`src/rtl/fetch_stage_pkg.sv`:
```
// Shared instruction-type package for the fetch stage: opcodes, NOP, reset PC and IF/ID payload.
// Imported by fetch_stage, if_id_reg and benches.
package fetch_stage_pkg;

  localparam logic [31:0] NOP_INSTR        = 32'h0000_0013;  // addi x0, x0, 0
  localparam logic [31:0] RESET_PC_DEFAULT = 32'h0000_0000;

  localparam logic [6:0] OPC_LOAD   = 7'b0000011;
  localparam logic [6:0] OPC_OP_IMM = 7'b0010011;
  localparam logic [6:0] OPC_AUIPC  = 7'b0010111;
  localparam logic [6:0] OPC_STORE  = 7'b0100011;
  localparam logic [6:0] OPC_OP     = 7'b0110011;
  localparam logic [6:0] OPC_LUI    = 7'b0110111;
  localparam logic [6:0] OPC_BRANCH = 7'b1100011;
  localparam logic [6:0] OPC_JALR   = 7'b1100111;
  localparam logic [6:0] OPC_JAL    = 7'b1101111;

  typedef struct packed {
    logic        valid;
    logic        misalign;
    logic [31:0] instr;
    logic [31:0] pc;
    logic [31:0] pc_plus4;
  } if_id_t;

  localparam if_id_t IF_ID_RESET = '{
    valid:    1'b0,
    misalign: 1'b0,
    instr:    NOP_INSTR,
    pc:       32'h0000_0000,
    pc_plus4: 32'h0000_0004
  };

  function automatic logic [31:0] pc_inc(input logic [31:0] pc);
    return pc + 32'd4;  // wraps modulo 2^32
  endfunction

endpackage

```
`src/rtl/fetch_stage_if.sv`:
```
// Fetch stage bundle: pipeline control, instruction-memory handshake and IF/ID outputs.
// master = fetch_stage side, slave = pipeline/memory environment side.
interface fetch_stage_if;

  logic        stall_i;
  logic        flush_i;
  logic        redirect_i;
  logic [31:0] redirect_pc_i;

  logic        imem_req_o;
  logic [31:0] imem_addr_o;
  logic        imem_ready_i;
  logic        imem_rvalid_i;
  logic [31:0] imem_rdata_i;

  logic        id_valid_o;
  logic [31:0] id_instr_o;
  logic [31:0] id_pc_o;
  logic [31:0] id_pc_plus4_o;
  logic        id_misalign_o;

  modport master (
    input  stall_i, flush_i, redirect_i, redirect_pc_i,
    input  imem_ready_i, imem_rvalid_i, imem_rdata_i,
    output imem_req_o, imem_addr_o,
    output id_valid_o, id_instr_o, id_pc_o, id_pc_plus4_o, id_misalign_o
  );

  modport slave (
    output stall_i, flush_i, redirect_i, redirect_pc_i,
    output imem_ready_i, imem_rvalid_i, imem_rdata_i,
    input  imem_req_o, imem_addr_o,
    input  id_valid_o, id_instr_o, id_pc_o, id_pc_plus4_o, id_misalign_o
  );

endinterface

```
`src/rtl/fetch_stage_if_id_reg.sv`:
```
// IF/ID pipeline register: clear beats load beats flush; held while hold is set, else drains to a bubble.
// Latency: one cycle from load to output.
module if_id_reg
  import fetch_stage_pkg::*;
(
  input  logic   clk,
  input  logic   rst_n,
  input  logic   clr,
  input  logic   load,
  input  if_id_t load_dat,
  input  logic   flush,
  input  logic   hold,
  output if_id_t q
);

  always_ff @(posedge clk or negedge rst_n) begin
    if (!rst_n) begin
      q <= IF_ID_RESET;
    end else if (clr) begin
      q.valid    <= 1'b0;
      q.misalign <= 1'b0;
      q.instr    <= NOP_INSTR;
    end else if (load) begin
      q <= load_dat;
    end else if (flush || !hold) begin
      // decode consumed the entry (or it was flushed): present a bubble
      q.valid    <= 1'b0;
      q.misalign <= 1'b0;
      q.instr    <= NOP_INSTR;
    end
  end

endmodule

```
`src/rtl/fetch_stage.sv`:
```
// Instruction fetch stage: one outstanding imem request, one-entry hold buffer under stall, redirect/drop handling.
// Optional FETCH_MISALIGN_CHK_EN turns misaligned redirects into a trap entry instead of a fetch.
module fetch_stage
  import fetch_stage_pkg::*;
#(
  parameter logic [31:0] RESET_PC = RESET_PC_DEFAULT
) (
  input  logic          clk,
  input  logic          rst_n,
  fetch_stage_if.master bus
);

  typedef enum logic [2:0] {S_IDLE, S_REQ, S_WAIT, S_HOLD, S_DROP} state_e;

  state_e      state_q;
  logic [31:0] pc_q;
  logic [31:0] buf_q;
  logic        req_q;
  logic [31:0] redir_pc;
  logic        misalign;
  logic        trap_q;
  logic        outstanding;
  logic        take_rsp;
  logic        release_hold;
  logic        id_clr;
  logic        id_load;
  if_id_t      load_dat;
  if_id_t      id_q;

`ifdef FETCH_MISALIGN_CHK_EN
  assign redir_pc = bus.redirect_pc_i;
  assign misalign = |bus.redirect_pc_i[1:0];

  // sticky until the next redirect: no fetching while the trap entry is presented
  always_ff @(posedge clk or negedge rst_n) begin
    if (!rst_n)              trap_q <= 1'b0;
    else if (bus.redirect_i) trap_q <= misalign;
  end
`else
  assign redir_pc = bus.redirect_pc_i & ~32'd3;
  assign misalign = 1'b0;
  assign trap_q   = 1'b0;
`endif

  assign take_rsp     = (state_q == S_WAIT) && bus.imem_rvalid_i && (!bus.stall_i || !id_q.valid);
  assign release_hold = (state_q == S_HOLD) && !bus.stall_i;

  // a response is still owed by memory after this edge
  assign outstanding = ((state_q == S_REQ) && bus.imem_ready_i)
                    || (((state_q == S_WAIT) || (state_q == S_DROP)) && !bus.imem_rvalid_i);

  always_ff @(posedge clk or negedge rst_n) begin
    if (!rst_n) begin
      state_q <= S_IDLE;
      pc_q    <= RESET_PC;
      buf_q   <= NOP_INSTR;
      req_q   <= 1'b0;
    end else if (bus.redirect_i) begin
      pc_q <= redir_pc;
      if (outstanding) begin
        state_q <= S_DROP;
        req_q   <= 1'b0;
      end else if (misalign) begin
        state_q <= S_IDLE;
        req_q   <= 1'b0;
      end else begin
        state_q <= S_REQ;
        req_q   <= 1'b1;
      end
    end else begin
      case (state_q)
        S_IDLE: begin
          if (!trap_q) begin
            state_q <= S_REQ;
            req_q   <= 1'b1;
          end
        end
        S_REQ: begin
          if (bus.imem_ready_i) begin
            state_q <= S_WAIT;
            req_q   <= 1'b0;
          end
        end
        S_WAIT: begin
          if (take_rsp) begin
            pc_q    <= pc_inc(pc_q);
            state_q <= S_REQ;
            req_q   <= 1'b1;
          end else if (bus.imem_rvalid_i) begin
            buf_q   <= bus.imem_rdata_i;
            state_q <= S_HOLD;
          end
        end
        S_HOLD: begin
          if (release_hold) begin
            pc_q    <= pc_inc(pc_q);
            state_q <= S_REQ;
            req_q   <= 1'b1;
          end
        end
        S_DROP: begin
          if (bus.imem_rvalid_i) begin
            state_q <= trap_q ? S_IDLE : S_REQ;
            req_q   <= !trap_q;
          end
        end
        default: begin
          state_q <= S_IDLE;
          req_q   <= 1'b0;
        end
      endcase
    end
  end

  // a misaligned redirect loads a trap entry; an aligned one just clears IF/ID
  assign id_clr  = bus.redirect_i && !misalign;
  assign id_load = bus.redirect_i ? misalign : (take_rsp || release_hold);

  always_comb begin
    load_dat       = IF_ID_RESET;
    load_dat.valid = 1'b1;
    if (bus.redirect_i) begin
      load_dat.misalign = 1'b1;
      load_dat.instr    = NOP_INSTR;
      load_dat.pc       = redir_pc;
      load_dat.pc_plus4 = pc_inc(redir_pc);
    end else begin
      load_dat.misalign = 1'b0;
      load_dat.instr    = (state_q == S_HOLD) ? buf_q : bus.imem_rdata_i;
      load_dat.pc       = pc_q;
      load_dat.pc_plus4 = pc_inc(pc_q);
    end
  end

  if_id_reg u_if_id (
    .clk      (clk),
    .rst_n    (rst_n),
    .clr      (id_clr),
    .load     (id_load),
    .load_dat (load_dat),
    .flush    (bus.flush_i),
    .hold     (bus.stall_i || trap_q),
    .q        (id_q)
  );

  assign bus.imem_req_o    = req_q;
  assign bus.imem_addr_o   = pc_q;
  assign bus.id_valid_o    = id_q.valid;
  assign bus.id_instr_o    = id_q.instr;
  assign bus.id_pc_o       = id_q.pc;
  assign bus.id_pc_plus4_o = id_q.pc_plus4;
  assign bus.id_misalign_o = id_q.misalign;

endmodule

```
`src/flat_wrapper.sv`:
```
// flat-port wrapper written by rule: the top's interface ports become plain ports
module fetch_stage_flat import fetch_stage_pkg::*;
#(
  parameter logic [31:0] RESET_PC = RESET_PC_DEFAULT
)
  (clk, rst_n, bus_stall_i, bus_flush_i, bus_redirect_i, bus_redirect_pc_i, bus_imem_ready_i, bus_imem_rvalid_i, bus_imem_rdata_i, bus_imem_req_o, bus_imem_addr_o, bus_id_valid_o, bus_id_instr_o, bus_id_pc_o, bus_id_pc_plus4_o, bus_id_misalign_o);
  fetch_stage_if bus_i ();
  input  logic clk;
  input  logic rst_n;
  input wire logic [$bits(bus_i.stall_i)-1:0] bus_stall_i;
  input wire logic [$bits(bus_i.flush_i)-1:0] bus_flush_i;
  input wire logic [$bits(bus_i.redirect_i)-1:0] bus_redirect_i;
  input wire logic [$bits(bus_i.redirect_pc_i)-1:0] bus_redirect_pc_i;
  input wire logic [$bits(bus_i.imem_ready_i)-1:0] bus_imem_ready_i;
  input wire logic [$bits(bus_i.imem_rvalid_i)-1:0] bus_imem_rvalid_i;
  input wire logic [$bits(bus_i.imem_rdata_i)-1:0] bus_imem_rdata_i;
  output wire logic [$bits(bus_i.imem_req_o)-1:0] bus_imem_req_o;
  output wire logic [$bits(bus_i.imem_addr_o)-1:0] bus_imem_addr_o;
  output wire logic [$bits(bus_i.id_valid_o)-1:0] bus_id_valid_o;
  output wire logic [$bits(bus_i.id_instr_o)-1:0] bus_id_instr_o;
  output wire logic [$bits(bus_i.id_pc_o)-1:0] bus_id_pc_o;
  output wire logic [$bits(bus_i.id_pc_plus4_o)-1:0] bus_id_pc_plus4_o;
  output wire logic [$bits(bus_i.id_misalign_o)-1:0] bus_id_misalign_o;
  assign bus_i.stall_i = bus_stall_i;
  assign bus_i.flush_i = bus_flush_i;
  assign bus_i.redirect_i = bus_redirect_i;
  assign bus_i.redirect_pc_i = bus_redirect_pc_i;
  assign bus_i.imem_ready_i = bus_imem_ready_i;
  assign bus_i.imem_rvalid_i = bus_imem_rvalid_i;
  assign bus_i.imem_rdata_i = bus_imem_rdata_i;
  assign bus_imem_req_o = bus_i.imem_req_o;
  assign bus_imem_addr_o = bus_i.imem_addr_o;
  assign bus_id_valid_o = bus_i.id_valid_o;
  assign bus_id_instr_o = bus_i.id_instr_o;
  assign bus_id_pc_o = bus_i.id_pc_o;
  assign bus_id_pc_plus4_o = bus_i.id_pc_plus4_o;
  assign bus_id_misalign_o = bus_i.id_misalign_o;
  fetch_stage #(.RESET_PC(RESET_PC)) u_core (.clk(clk), .rst_n(rst_n), .bus(bus_i));
endmodule
```
`config.mk`:
```
export PLATFORM = sky130hd
export DESIGN_NAME = fetch_stage_flat
export DESIGN_NICKNAME = d
export VERILOG_FILES = /design/src/rtl/fetch_stage_pkg.sv /design/src/rtl/fetch_stage_if.sv /design/src/rtl/fetch_stage_if_id_reg.sv /design/src/rtl/fetch_stage.sv /design/src/flat_wrapper.sv
export SDC_FILE = /design/constraint.sdc
export NUM_CORES = 1
export LEC_CHECK = 0
export CORE_UTILIZATION = 45
export CTS_BUF_LIST = sky130_fd_sc_hd__clkbuf_8
export CTS_CLUSTER_DIAMETER = 100
export DETAILED_ROUTE_END_ITERATION = 10
export DONT_BUFFER_PORTS = 1
export GPL_TIMING_DRIVEN = 0
export PLACE_DENSITY = 0.69
export SYNTH_ARGS = -nofsm -noshare
export SYNTH_HDL_FRONTEND = slang
export SYNTH_SLANG_ARGS = --single-unit
```
`constraint.sdc`:
```
create_clock -name clk -period 1.6 [get_ports clk]
set_input_delay 0.24 -clock clk [delete_from_list [all_inputs] [get_ports clk]]
set_output_delay 0.24 -clock clk [all_outputs]
set_load 0.05 [all_outputs]
```
After elaboration in Yosys (flattened, before gate mapping)
Cells that the tools add are included.
Widths: inputs -> output; s select.
{"block": "op_classes", "n_addsub": 1, "mux": 24, "n_eq_ne": 9, "n_bitwise": 2, "reduce_logical": 21}
{"cell": "$mux 32", "count": 4}
{"cell": "$mux 34", "count": 3}
{"cell": "$pmux 32 s2", "count": 1}
{"cell": "$add 32x3->32 const B", "count": 1}
{"cell": "$mux 3", "count": 7}
{"cell": "$pmux 3 s5", "count": 1}
{"cell": "$reduce_and 4->1", "count": 3}
{"cell": "$mux 1", "count": 7}
{"cell": "$eq 3x2->1 const B", "count": 2}
{"cell": "$ne 3x2->1 const B", "count": 2}
{"cell": "$ne 3x3->1 const B", "count": 2}
{"cell": "$reduce_bool 3->1", "count": 2}
{"cell": "$logic_and 1x1->1", "count": 5}
{"cell": "$logic_or 1x1->1", "count": 5}
{"cell": "$pmux 1 s5", "count": 1}
{"cell": "$ne 4x3->1 const B", "count": 1}
{"cell": "$eq 3x1->1 const B", "count": 1}
{"cell": "$eq 3x3->1 const B", "count": 1}
{"cell": "$logic_not 1->1", "count": 3}
{"cell": "$logic_not 3->1", "count": 1}
{"cell": "$reduce_and 3->1", "count": 1}
{"cell": "$not 1->1", "count": 2}
{"cell": "$reduce_and 2->1", "count": 1}
{"block": "word_totals", "word_cells": 66, "in_bits": 71, "out_inout_bits": 131, "regBits": 166}

Longest topological paths before layout
Gate-level depths: netlist of run 1.
{"block": "depth", "ltp_word": 7, "ltp_mapped": 9, "mapped_depth_nobuf": 6}

Modules after synthesis
A second synthesis of run 1 with hierarchy kept.
{"block": "hier_totals", "cells_unflattened": 902, "area_unflattened_um2": 9362.7}
{"module": "fetch_stage", "seq_area_each_um2": 1655.3, "n_inst": 1, "area_per_inst_um2": 5036.1, "cells_per_inst": 613}
{"module": "if_id_reg", "seq_area_each_um2": 2457.4, "n_inst": 1, "area_per_inst_um2": 4326.6, "cells_per_inst": 289}

Worst setup path before layout of run 1
No wires, ideal clock.
{"block": "synth_path", "path_type": "register to register", "start": "reg u_core.u_if_id.q[97] in the netlist's numbering", "end": "reg u_core.buf_q[10]", "slack_ns": -0.374, "required_ns": 1.475, "path_buffers": 2, "stages_incl_launch_ff": 8, "arrival_time_ns": 1.849, "synth_period_minus_slack_ns": 1.974, "path_cell_list": "dfrtp_1 > nand2_1 > a21oi_1 > and3_1 > and2_1 > clkbuf_1 > buf_4 > mux2_2"}
{"block": "synth_via", "elab_chain_cells": 5}
{"item": "from (decl)", "line_no": "fetch_stage_if_id_reg.sv:13", "source": "output if_id_t q"}
{"item": "from (signal assigned)", "line_no": "fetch_stage_if_id_reg.sv:24", "source": "q <= load_dat;"}
{"item": "$logic_not 1->1", "line_no": "fetch_stage.sv:45", "source": "assign take_rsp = (state_q == S_WAIT) && bus.imem_rvalid_i && (!bus.stall_i || !id_q.valid);"}
{"item": "$logic_or 1x1->1", "line_no": "fetch_stage.sv:45"}
{"item": "$logic_and 1x1->1", "line_no": "fetch_stage.sv:45"}
{"item": "$not 1->1 (no line)"}
{"item": "$reduce_and 4->1 (no line)"}
{"item": "to (signal assigned)", "line_no": "fetch_stage.sv:90", "source": "buf_q <= bus.imem_rdata_i;"}
{"item": "to (decl)", "line_no": "fetch_stage.sv:17", "source": "logic [31:0] buf_q;"}
Every way passes these cells.
A chain may end at the register's enable or synchronous reset.

Worst setup path after layout of run 1
{"block": "layout_path", "start": "reg u_core.u_if_id.q[97] in the netlist's numbering", "end": "reg u_core.buf_q[28]"}
The elaborated chain is that of the path after synthesis.

==> results of run 1 <==
==> final cells by class <==
| cell class | count | area share, % |
|---|---|---|
| clock inverter | 11 | 1.015 |
| buffer | 83 | 7.450 |
| clock buffer | 21 | 2.549 |
| timing repair buffer | 143 | 15.14 |
| multi-input combinational | 523 | 35.92 |
| tap | 220 | 2.428 |
| inverter | 7 | 0.2318 |
| sequential | 159 | 35.26 |
==> cells in the mapped netlist, types with 7 or more instances <==
library cell / number
sky130_fd_sc_hd__buf_4: 43
sky130_fd_sc_hd__mux2i_1: 30
sky130_fd_sc_hd__and3_1: 9
sky130_fd_sc_hd__o21ai_1: 17
sky130_fd_sc_hd__buf_2: 25
sky130_fd_sc_hd__clkbuf_1: 14
sky130_fd_sc_hd__inv_1: 7
sky130_fd_sc_hd__mux2_2: 32
sky130_fd_sc_hd__nand4_1: 18
sky130_fd_sc_hd__xor2_1: 39
sky130_fd_sc_hd__nand3_1: 28
sky130_fd_sc_hd__o21ai_0: 77
sky130_fd_sc_hd__xnor2_1: 18
sky130_fd_sc_hd__nand2_1: 193
sky130_fd_sc_hd__dfrtp_1: 152
sky130_fd_sc_hd__nor2_1: 14
sky130_fd_sc_hd__dfstp_2: 7
==> per-layer routing <==
metal	share of wire, %	vias up	track usage, %	wire, um
met5	0	-	0	0
met4	2.5	0	10.41	618
met3	7.5	52	7.728	1823
met2	50	271	44.59	12070
met1	40	3176	34.26	9830
li1	-	2867	-	-
==> how the worst max path moves through the flow <==
stage	from	to	cells after the start
2_1_floorplan	u_core.u_if_id.q[97]	u_core.u_if_id.q[52]	8
3_3_place_gp	u_core.u_if_id.q[97]	u_core.u_if_id.q[62]	6
3_5_place_dp	u_core.u_if_id.q[97]	u_core.u_if_id.q[55]	6
4_1_cts	u_core.u_if_id.q[97]	u_core.buf_q[29]	7
5_1_grt	u_core.u_if_id.q[97]	u_core.buf_q[3]	7
6_report	u_core.u_if_id.q[97]	u_core.buf_q[28]	7
==> logic make-up after synthesis <==
logic type                 after synthesis  share of synthesized area (%)
muxes                                   63                          8.799
buffers and inverters                   93                          7.406
other                                    1                        0.04911
adders and majority gates                1                         0.1638
DFF                                    159                          52.22
xor gates and xnor gates                57                          6.538
and+or+nand+nor                        289                          17.53
AOI/OAI and AO/OA                      106                          7.292
==> metrics by stage <==
stage	TNS (ns)	setup WS [ns]	area, um^2	utilization (%)	cells
6_report	-25.27	-0.2950	11340	68.36	1167
4_1_cts	-20.71	-0.2463	10630	64.10	1159
3_5_place_dp	-52.26	-0.6213	7970	48.06	995
2_1_floorplan	-6.149	-0.1236	7695	-	775
3_3_place_gp	-51.35	-0.6487	7970	48.06	995
5_1_grt	-34.80	-0.3477	11340	68.36	1167
==> flip-flops by register name, indices dropped and copies added, names as in the netlist <==
signal / cells
u_core.buf_q: 32
u_core.bus.imem_addr_o: 30
u_core.u_if_id.q: 93
u_core.state_q: 3
u_core.bus.imem_req_o: 1
==> worst max-delay path, cell delays in order (launching register included) <==
cell and delay, ns:
sky130_fd_sc_hd__dfrtp_2 0.58, sky130_fd_sc_hd__nand2_1 0.10, sky130_fd_sc_hd__a21oi_1 0.13, sky130_fd_sc_hd__and3_1 0.19, sky130_fd_sc_hd__and2_4 0.16, sky130_fd_sc_hd__buf_12 0.15, sky130_fd_sc_hd__clkbuf_16 0.16, sky130_fd_sc_hd__mux2_4 0.30
==> repair_timing <==
action / 4_1_cts / 5_1_grt
endpoints found under the hold margin: 254 / 159
gates resized for setup: 295 / 169
pin swaps: 56 / 36
endpoints found under the setup margin: 155 / 155
setup buffers: 55 / 8
cloned: 14 / 5
==> power breakdown <==
part | internal [uW] | switching, uW | leakage, uW
Sequential | 5310 | 4290 | 0.00203
Combinational | 2700 | 2500 | 0.00315
Clock | 1540 | 1550 | 0.000198
Total | 9550 | 8340 | 0.00538
==> results.rst, run 1 <==
.. list-table::
   :header-rows: 1

   * - Metric
     - Value
   * - Number of cells on the worst reg-to-reg path
     - 7
   * - Maximum number of pins on one net before global-route repair
     - 160
   * - Placer Congestion
     - 0.8207
   * - Via count of the first global-routing pass
     - 6608
   * - Arrival time of the worst setup path
     - 2.23 ns
   * - Maxcap violations
     - 0
   * - DRC violations left
     - 0
   * - Clk Tree Root Cell
     - sky130_fd_sc_hd__clkbuf_8
   * - Clk Latency, worst-skew pair
     - 0.46 ns
   * - Mapped Cells
     - 769
   * - Worst r2r src
     - u_core.u_if_id.q[97]
   * - Final number of hold-violating endpoints
     - 159
   * - Global-route wire length before repair
     - 36.53 mm
   * - Total I/O pin count
     - 202
   * - Starting DRT DRC Count
     - 403
   * - Number of filler instances in the final layout
     - 1194
   * - Number of register bits inferred by synthesis
     - 159
   * - Highest-count cells in the layout ignoring fill and taps
     - sky130_fd_sc_hd__dfrtp_1, sky130_fd_sc_hd__nand2_1, sky130_fd_sc_hd__buf_4
   * - TritonRoute pass-1 iters
     - 7
   * - Slew HR
     - 56.20%
   * - Number of endpoints failing setup at the final stage
     - 152
   * - Number of max-slew violations in the final report
     - 0
   * - Violations in the final reports
     - hold timing, setup timing
   * - Longest Clk Path Bufs
     - 2
   * - Number of input and output port buffers inserted
     - 0
   * - Worst hold slack
     - -0.5280 ns
   * - Worst vdd ir
     - 0.9792 mV
   * - Total die area
     - 17490 um^2
   * - Post-synthesis async set-or-reset flop share
     - 100.0%
   * - CTS tree
     - built
   * - Data required time of the critical path
     - 1.93 ns
   * - Total vias in the final route
     - 6366
   * - Setup Crit Path Kind
     - reg -> reg
   * - Highest net fanout along the worst path
     - 8
   * - Clk slew on worst S/H paths
     - 0.09 ns
   * - Post-detailed-route via-to-cell ratio
     - 5.455
   * - Number of buffers created by CTS
     - 17
   * - Power, Total
     - 17890 uW
   * - Starting utilization of the core area
     - 46.05%
   * - Endpoint kind of the worst setup timing path
     - flip-flop
   * - Area share of the leading cell type in the synthesized netlist
     - 49.81%
   * - Horizontal die dimension
     - 132.3 um
   * - Die Y-Extent
     - 132.3 um
   * - Leading cell type in the layout, fill and taps excluded
     - sky130_fd_sc_hd__dfrtp_1
   * - RSZ-0062 raised after global routing
     - yes
   * - Standard-cell row count
     - 47
   * - Prevailing post-synth register cell
     - sky130_fd_sc_hd__dfrtp_1
   * - Post-detailed-placement half-perimeter wirelength
     - 13.49 mm
   * - Total inserted antenna cells
     - 0
   * - Class of the tightest hold or removal check
     - in -> async
   * - Mapped Area
     - 7636 um^2
   * - FF/Latch Area
     - 3998 um^2
   * - Setup slack of the worst register-to-register path
     - -0.30 ns
   * - Final worst-path cycle share
     - 118.4%
   * - H-tree levels
     - 4
   * - Post-DR wirelength/cell
     - 20.86 um
   * - Number of buffers inserted for hold repair after clock tree synthesis
     - 64
   * - Count of yosys warnings during synthesis
     - 0
   * - Average size of a mapped cell
     - 9.930 um^2
   * - Number of nets still failing antenna checks after routing
     - 0
   * - Final layout net count
     - 1006
   * - Timing-limited maximum frequency
     - 527.7 MHz
   * - Clock sinks
     - 159
   * - Area inside the core boundary
     - 16580 um^2
   * - Worst Setup Slack, final
     - -0.2950 ns
   * - Sequential area share after synthesis
     - 52.22%
   * - Number of enable flip-flop cells after synthesis
     - 0
   * - Worst clock skew
     - 0.01232 ns
   * - Synthesis-to-layout area growth
     - 48.47%
   * - Initial antenna violation count
     - 0
   * - Least-Margin Pin Slew
     - 0.6570 ns
   * - Total leakage power
     - 0.005379 uW
   * - Wire length reported by the detailed router
     - 24.34 mm
   * - Fraction of final layout cells with drive strength greater than 1
     - 43.82%
   * - Total Routing Usage GR
     - 27.25%
   * - Top cell type by total area after synthesis
     - sky130_fd_sc_hd__dfrtp_1
   * - Crit path launch type
     - flip-flop
   * - Power Dens Cells
     - 1578 nW/um^2
   * - Final period demand of the worst path
     - 1.895 ns
   * - Capturing point of the worst reg2reg path
     - u_core.buf_q[28]
   * - Most area-consuming cells after synthesis
     - sky130_fd_sc_hd__dfrtp_1, sky130_fd_sc_hd__nand2_1, sky130_fd_sc_hd__o21ai_0
   * - Status
     - finished, violations left
   * - Number of library cell types mapped by synthesis
     - 43
   * - Total overflow reported by the global router
     - 0
   * - Area of combinational cells with multiple inputs
     - 4073 um^2
Power figures use the tool's default switching activity.
==> run 2: changes to the inputs <==
--- a/config.mk
+++ b/config.mk
@@ -14,4 +14,5 @@
 export PLACE_DENSITY = 0.69
 export SYNTH_ARGS = -nofsm -noshare
 export SYNTH_HDL_FRONTEND = slang
+export SYNTH_HIERARCHICAL = 1
 export SYNTH_SLANG_ARGS = --single-unit
==> run 2 against run 1 <==
Against the previous run:
- the flow still finishes with violations (hold timing, setup timing)
- clock skew grew 0.0042 ns
- maximum frequency shrank 20%
- sequential share of layout area shrank 2.3 points
- critical endpoint is now u_core/u_if_id/q[12]
- largest power group unchanged
- clock power is essentially flat
- final area grew 11%
- register-to-register slack lost 0.46 ns
- non-clock buffer count shrank 38
- count of clock-buffer cells in the layout shrank 2
- die area grew 22%
- first-iteration DRC count grew 50%
- sequential power shrank 2.7%
==> results.rst, run 2 <==
.. list-table::
   :header-rows: 1

   * - Metric
     - Value
   * - Status
     - finished, violations left
   * - Violations in the final reports
     - hold timing, setup timing
   * - Starting DRT DRC Count
     - 603 (+50%)
   * - Number of cells on the worst reg-to-reg path
     - 7 (unchanged)
   * - Standard-cell row count
     - 52 (+11%)
   * - Worst hold slack
     - -0.5537 ns (-0.02570 ns)
   * - Starting utilization of the core area
     - 46.12% (+0.077 points)
   * - Horizontal die dimension
     - 146.2 um (+11%)
   * - Capturing point of the worst reg2reg path
     - u_core/u_if_id/q[12]
   * - Die Y-Extent
     - 146.2 um (+11%)
   * - Total leakage power
     - 0.005544 uW (+3.1%)
   * - Number of nets still failing antenna checks after routing
     - 0 (unchanged)
   * - Worst r2r src
     - u_core/bus.imem_addr_o[2]
   * - Wire length reported by the detailed router
     - 30.82 mm (+27%)
   * - Clk slew on worst S/H paths
     - 0.10 ns (about the same)
   * - Total die area
     - 21390 um^2 (+22%)
   * - Worst clock skew
     - 0.01652 ns (+0.004196 ns)
   * - Power, Total
     - 16480 uW (-7.8%)
   * - Final layout net count
     - 1122 (+12%)
   * - Total I/O pin count
     - 202 (unchanged)
   * - Number of input and output port buffers inserted
     - 0 (unchanged)
   * - Most area-consuming cells after synthesis
     - sky130_fd_sc_hd__dfrtp_1, sky130_fd_sc_hd__mux2_4, sky130_fd_sc_hd__mux2_2
   * - Longest Clk Path Bufs
     - 2 (unchanged)
   * - Total negative setup slack
     - -80.02 ns (-54.75 ns)
   * - Final number of hold-violating endpoints
     - 164 (+3.1%)
   * - Least-Margin Pin Slew
     - 0.9131 ns (+0.2561 ns)
   * - Initial antenna violation count
     - 0 (unchanged)
   * - Mapped Area
     - 9363 um^2 (+23%)
   * - Fraction of final layout cells with drive strength greater than 1
     - 39.27% (-4.6 points)
   * - Setup Crit Path Kind
     - reg -> reg
   * - Post-detailed-placement half-perimeter wirelength
     - 18.58 mm (+38%)
   * - Number of library cell types mapped by synthesis
     - 68 (+58%)
   * - Final worst-path cycle share
     - 147.3% (+29 points)
   * - Prevailing post-synth register cell
     - sky130_fd_sc_hd__dfrtp_1
   * - Total Routing Usage GR
     - 28.98% (+1.7 points)
   * - Number of register bits inferred by synthesis
     - 164 (+3.1%)
   * - Final period demand of the worst path
     - 2.358 ns (+0.4625 ns)
   * - Count of yosys warnings during synthesis
     - 6 (+6)
   * - H-tree levels
     - 4 (unchanged)
   * - Total inserted antenna cells
     - 0 (unchanged)
   * - Clk Tree Root Cell
     - sky130_fd_sc_hd__clkbuf_8
   * - Average size of a mapped cell
     - 10.38 um^2 (+4.5%)
   * - Area of combinational cells with multiple inputs
     - 5519 um^2 (+36%)
   * - Worst Setup Slack, final
     - -0.7576 ns (-0.4625 ns)
   * - Setup slack of the worst register-to-register path
     - -0.76 ns (-0.46 ns)
   * - Area share of the leading cell type in the synthesized netlist
     - 41.96% (-7.8 points)
   * - RSZ-0062 raised after global routing
     - yes
   * - Post-detailed-route via-to-cell ratio
     - 5.947 (+9.0%)
   * - Sequential area share after synthesis
     - 43.93% (-8.3 points)
   * - Crit path launch type
     - flip-flop
   * - Total vias in the final route
     - 7921 (+24%)
   * - FF/Latch Area
     - 4153 um^2 (+3.9%)
   * - Global-route wire length before repair
     - 47.54 mm (+30%)
   * - Highest-count cells in the layout ignoring fill and taps
     - sky130_fd_sc_hd__dfrtp_1, sky130_fd_sc_hd__nand2_1, sky130_fd_sc_hd__mux2_4
   * - Data required time of the critical path
     - 1.95 ns (+0.02 ns)
   * - CTS tree
     - built
   * - Total overflow reported by the global router
     - 0 (unchanged)
   * - Clk Latency, worst-skew pair
     - 0.47 ns (about the same)
   * - Timing-limited maximum frequency
     - 424.2 MHz (-20%)
   * - Post-DR wirelength/cell
     - 23.14 um (+11%)
   * - Endpoint kind of the worst setup timing path
     - flip-flop
   * - Top cell type by total area after synthesis
     - sky130_fd_sc_hd__dfrtp_1
   * - Worst vdd ir
     - 0.7495 mV (-23%)
   * - Via count of the first global-routing pass
     - 8198 (+24%)
   * - Maximum number of pins on one net before global-route repair
     - 165 (+3.1%)
   * - Clock sinks
     - 164 (+3.1%)
   * - Number of max-slew violations in the final report
     - 0 (unchanged)
   * - Maxcap violations
     - 0 (unchanged)
   * - Arrival time of the worst setup path
     - 2.71 ns (+0.48 ns)
   * - Number of filler instances in the final layout
     - 1577 (+32%)
   * - Total placed cells including tap cells
     - 1177 (+18%)
   * - Slew HR
     - 38.66% (-18 points)
   * - DRC violations left
     - 0 (unchanged)
   * - Synthesis-to-layout area growth
     - 34.68%
   * - Highest net fanout along the worst path
     - 6 (-2)
   * - Dominant cell by count in the synthesized netlist
     - sky130_fd_sc_hd__dfrtp_1
   * - Number of buffers created by CTS
     - 17 (unchanged)
   * - Post-synthesis async set-or-reset flop share
     - 100.0% (unchanged)
   * - List of most frequent post-synthesis cells
     - sky130_fd_sc_hd__dfrtp_1, sky130_fd_sc_hd__nand2_1, sky130_fd_sc_hd__a21oi_1
   * - Placer Congestion
     - 0.8870 (+8.1%)
   * - Non-filler cells, final
     - 1332 (+14%)
   * - TritonRoute pass-1 iters
     - 5 (-2)
   * - Post-DP Area
     - 10030 um^2 (+26%)
   * - Number of endpoints failing setup at the final stage
     - 161 (+5.9%)
   * - Area inside the core boundary
     - 20300 um^2 (+22%)
   * - Mapped Cells
     - 902 (+17%)
   * - Top register by number of flip-flops
     - u_core/u_if_id/q
   * - Layout Cell Area excl Fill
     - 12610 um^2 (+11%)
   * - Power Dens Cells
     - 1307 nW/um^2 (-17%)
   * - Number of enable flip-flop cells after synthesis
     - 0 (unchanged)
   * - Max FFs per register
     - 98 (+5.4%)
   * - Leading cell type in the layout, fill and taps excluded
     - sky130_fd_sc_hd__dfrtp_1
   * - Class of the tightest hold or removal check
     - in -> async
## run 2: report_power, final
group | internal [uW] | switching, uW | leakage [uW]
clock | 1340 | 1740 | 0.000195
sequential | 5060 | 4280 | 0.00211
combinational | 2350 | 1720 | 0.00324
## run 2: final cells by class
cell class	instances	area share, %
clock inverters	13	0.9823
clock buffers	19	2.074
plain buffers	57	4.336
inverters	23	0.6847
flip-flops and latches	164	32.93
well taps	270	2.679
repair buffers	131	12.54
multi-input cells	655	43.77
## run 2: how the worst max path moves through the flow
| stage | start | endpoint | slack (ns) | cells after the start |
|---|---|---|---|---|
| floorplan | u_core/bus.imem_addr_o[7] | u_core/u_if_id/q[25] | -0.58 | 7 |
| global placement | bus_redirect_i | u_core/u_if_id/q[51] | -0.93 | 8 |
| detailed placement | bus_redirect_i | u_core/u_if_id/q[60] | -0.92 | 8 |
| CTS | u_core/bus.imem_addr_o[15] | u_core/u_if_id/q[25] | -0.71 | 7 |
| global route | u_core/bus.imem_addr_o[5] | u_core/u_if_id/q[25] | -0.80 | 7 |
| finish | u_core/bus.imem_addr_o[2] | u_core/u_if_id/q[12] | -0.76 | 7 |
## run 2: cells by family after synthesis
kind of cell / count (synthesis) / synth area share [%]
AOI/OAI and AO/OA: 168 / 10.30
buffers and inverters: 88 / 5.492
xor gates and xnor gates: 32 / 2.993
other: 2 / 0.08021
DFF: 164 / 43.93
adders and majority gates: 2 / 0.2672
and+or+nand+nor: 311 / 18.58
muxes: 135 / 18.36
## run 2: what timing repair did
item | 4_1_cts | 5_1_grt
gates resized for setup | 171 | 112
pin swaps | 36 | 48
hold buffers | 51 | 1
hold endpoints to repair | 219 | 165
gates cloned | 19 | 0
setup endpoints to repair | 162 | 163
buffers inserted | 50 | 28
## run 2: critical path, cell delays in order, from the launching register on
cell                      delay [ns]
sky130_fd_sc_hd__dfrtp_4        0.58
sky130_fd_sc_hd__ha_4           0.20
sky130_fd_sc_hd__nand3_1        0.25
sky130_fd_sc_hd__nor2_2         0.37
sky130_fd_sc_hd__nand3_1        0.21
sky130_fd_sc_hd__mux2i_1        0.21
sky130_fd_sc_hd__mux2i_1        0.15
sky130_fd_sc_hd__mux2_4         0.28
## run 2: per-stage QoR
| stage | setup WS [ns] | util, % |
|---|---|---|
| after global placement | -0.9324 | 49.43 |
| after CTS | -0.7084 | 60.94 |
| after detailed placement | -0.9243 | 49.43 |
| after floorplan | -0.5843 | - |
| after global routing | -0.8037 | 62.12 |
| final | -0.7576 | 62.12 |
## run 2: per-layer routing
metal	part of all wire [%]	track usage, %	vias up
met2	48	47.71	377
li1	-	-	3494
met3	9.3	8.375	73
met5	0	0	-
met4	3.1	11.56	0
met1	39	35.72	3977
==> RTL change: new RTL, flow settings as in run 1 <==
The option `FETCH_MISALIGN_CHK_EN` is turned on by a define.
--- a/src/rtl/fetch_stage.sv
+++ b/src/rtl/fetch_stage.sv
@@ -1,5 +1,7 @@
 // Instruction fetch stage: one outstanding imem request, one-entry hold buffer under stall, redirect/drop handling.
 // Optional FETCH_MISALIGN_CHK_EN turns misaligned redirects into a trap entry instead of a fetch.
+`define FETCH_MISALIGN_CHK_EN
+
 module fetch_stage
   import fetch_stage_pkg::*;
 #(
Check against the original RTL: not equivalent (a bounded check fails within 4 cycles, from zero or initial values and one cycle with rst_n low).
==> RTL change against run 1 <==
Total power is 9.3% lower. The flow still finishes with violations (negative hold slack, negative setup slack). Area after synthesis is 13% higher. Global-route usage grew 3.2 points. Clock skew increased by 0.0080 ns. Fmax shrank 15%. Critical path type unchanged. Final cell count rose by 13%. Sequential cell count increased by 6. Worst setup slack worse by 0.33 ns. Sequential share of layout area fell by 2.7 points. Non-clock buffer count up 8. Design area grew 13%. Wire length rose by 28%.
==> RTL change: results (changes against run 1) <==
Result of the run: finished, violations left (unchanged)
Violations in the final reports: negative hold slack, negative setup slack (unchanged)
Clock latency at the later pin of the worst-skew pair: 0.49 ns (was 0.46 ns)
Detailed Route WL: 31.1 mm (was 24.3 mm)
Global-route usage over all layers: 30.5% (was 27.2%)
Met3 Track Usage GR: 9.17% (was 7.73%)
Fraction of synthesized cell area in xor and xnor cells: 8.29% (was 6.54%)
Number of design-rule violations left by the first detailed-router iteration: 626 (was 403)
Synthesized-area fraction occupied by ao, oa, aoi and oai cells: 12.4% (was 7.29%)
Final worst hold slack: -0.560 ns (was -0.528 ns)
Length of routed wiring on met1: 11.7 mm (was 9.83 mm)
Final estimated routing congestion in global placement: 0.903 (was 0.821)
Final hold vios: 165 (was 159)
Proportion of total power due to net switching: 44.7% (was 46.6%)
Post-placement worst setup slack: -0.701 ns (was -0.621 ns)
Met2 Use GR: 49.0% (was 44.6%)
Met3 wirelength from detailed routing: 3.06 mm (was 1.82 mm)
Tmin final: 2.23 ns (was 1.90 ns)
Final setup violating endpoints: 161 (was 152)
Detail-routed via count per cell: 6.08 (was 5.46)
Most frequent cell after synthesis: dfrtp_1 (was nand2_1)
Maximum vdd ir drop: 0.733 mV (was 0.979 mV)
Placed Area: 0.00942 mm² (was 0.00797 mm²)
HPWL after detailed placement: 17.6 mm (was 13.5 mm)
Metal2 WL: 15.0 mm (was 12.1 mm)
Share of post-route cells with drive strength above 1: 42.7% (was 43.8%)
Pin count of the biggest net entering global routing: 166 (was 160)
Final setup margin: -0.628 ns (was -0.295 ns)
Synthesized area per cell: 9.83 µm² (was 9.93 µm²)
Fin cells: 1316 (was 1167)
RTL change: power by group through the flow:
stage	sequential [mW]	clock, mW	combinational [mW]
finish	8.01	3.22	5.00
global route	8.11	3.38	5.32
CTS	7.91	3.23	4.19
detailed placement	7.98	0	2.99
global placement	7.94	0	2.93
floorplan	7.71	0	2.44
RTL change: final cells by class:
type | instances | area [µm²]
flip-flops and latches | 165 | 4190
clock inverters | 15 | 196
clock buffers | 17 | 234
well taps | 234 | 293
fillers | 1276 | 5900
inverters | 8 | 30.0
plain buffers | 62 | 704
multi-input cells | 643 | 5320
repair buffers | 172 | 1910
RTL change: timing repair:
item | 4_1_cts | 5_1_grt
endpoints found under the hold margin | 269 | 165
cloned | 15 | 2
setup buffers | 69 | 30
pin swaps | 79 | 54
resized for setup | 225 | 161
endpoints found under the setup margin | 163 | 161
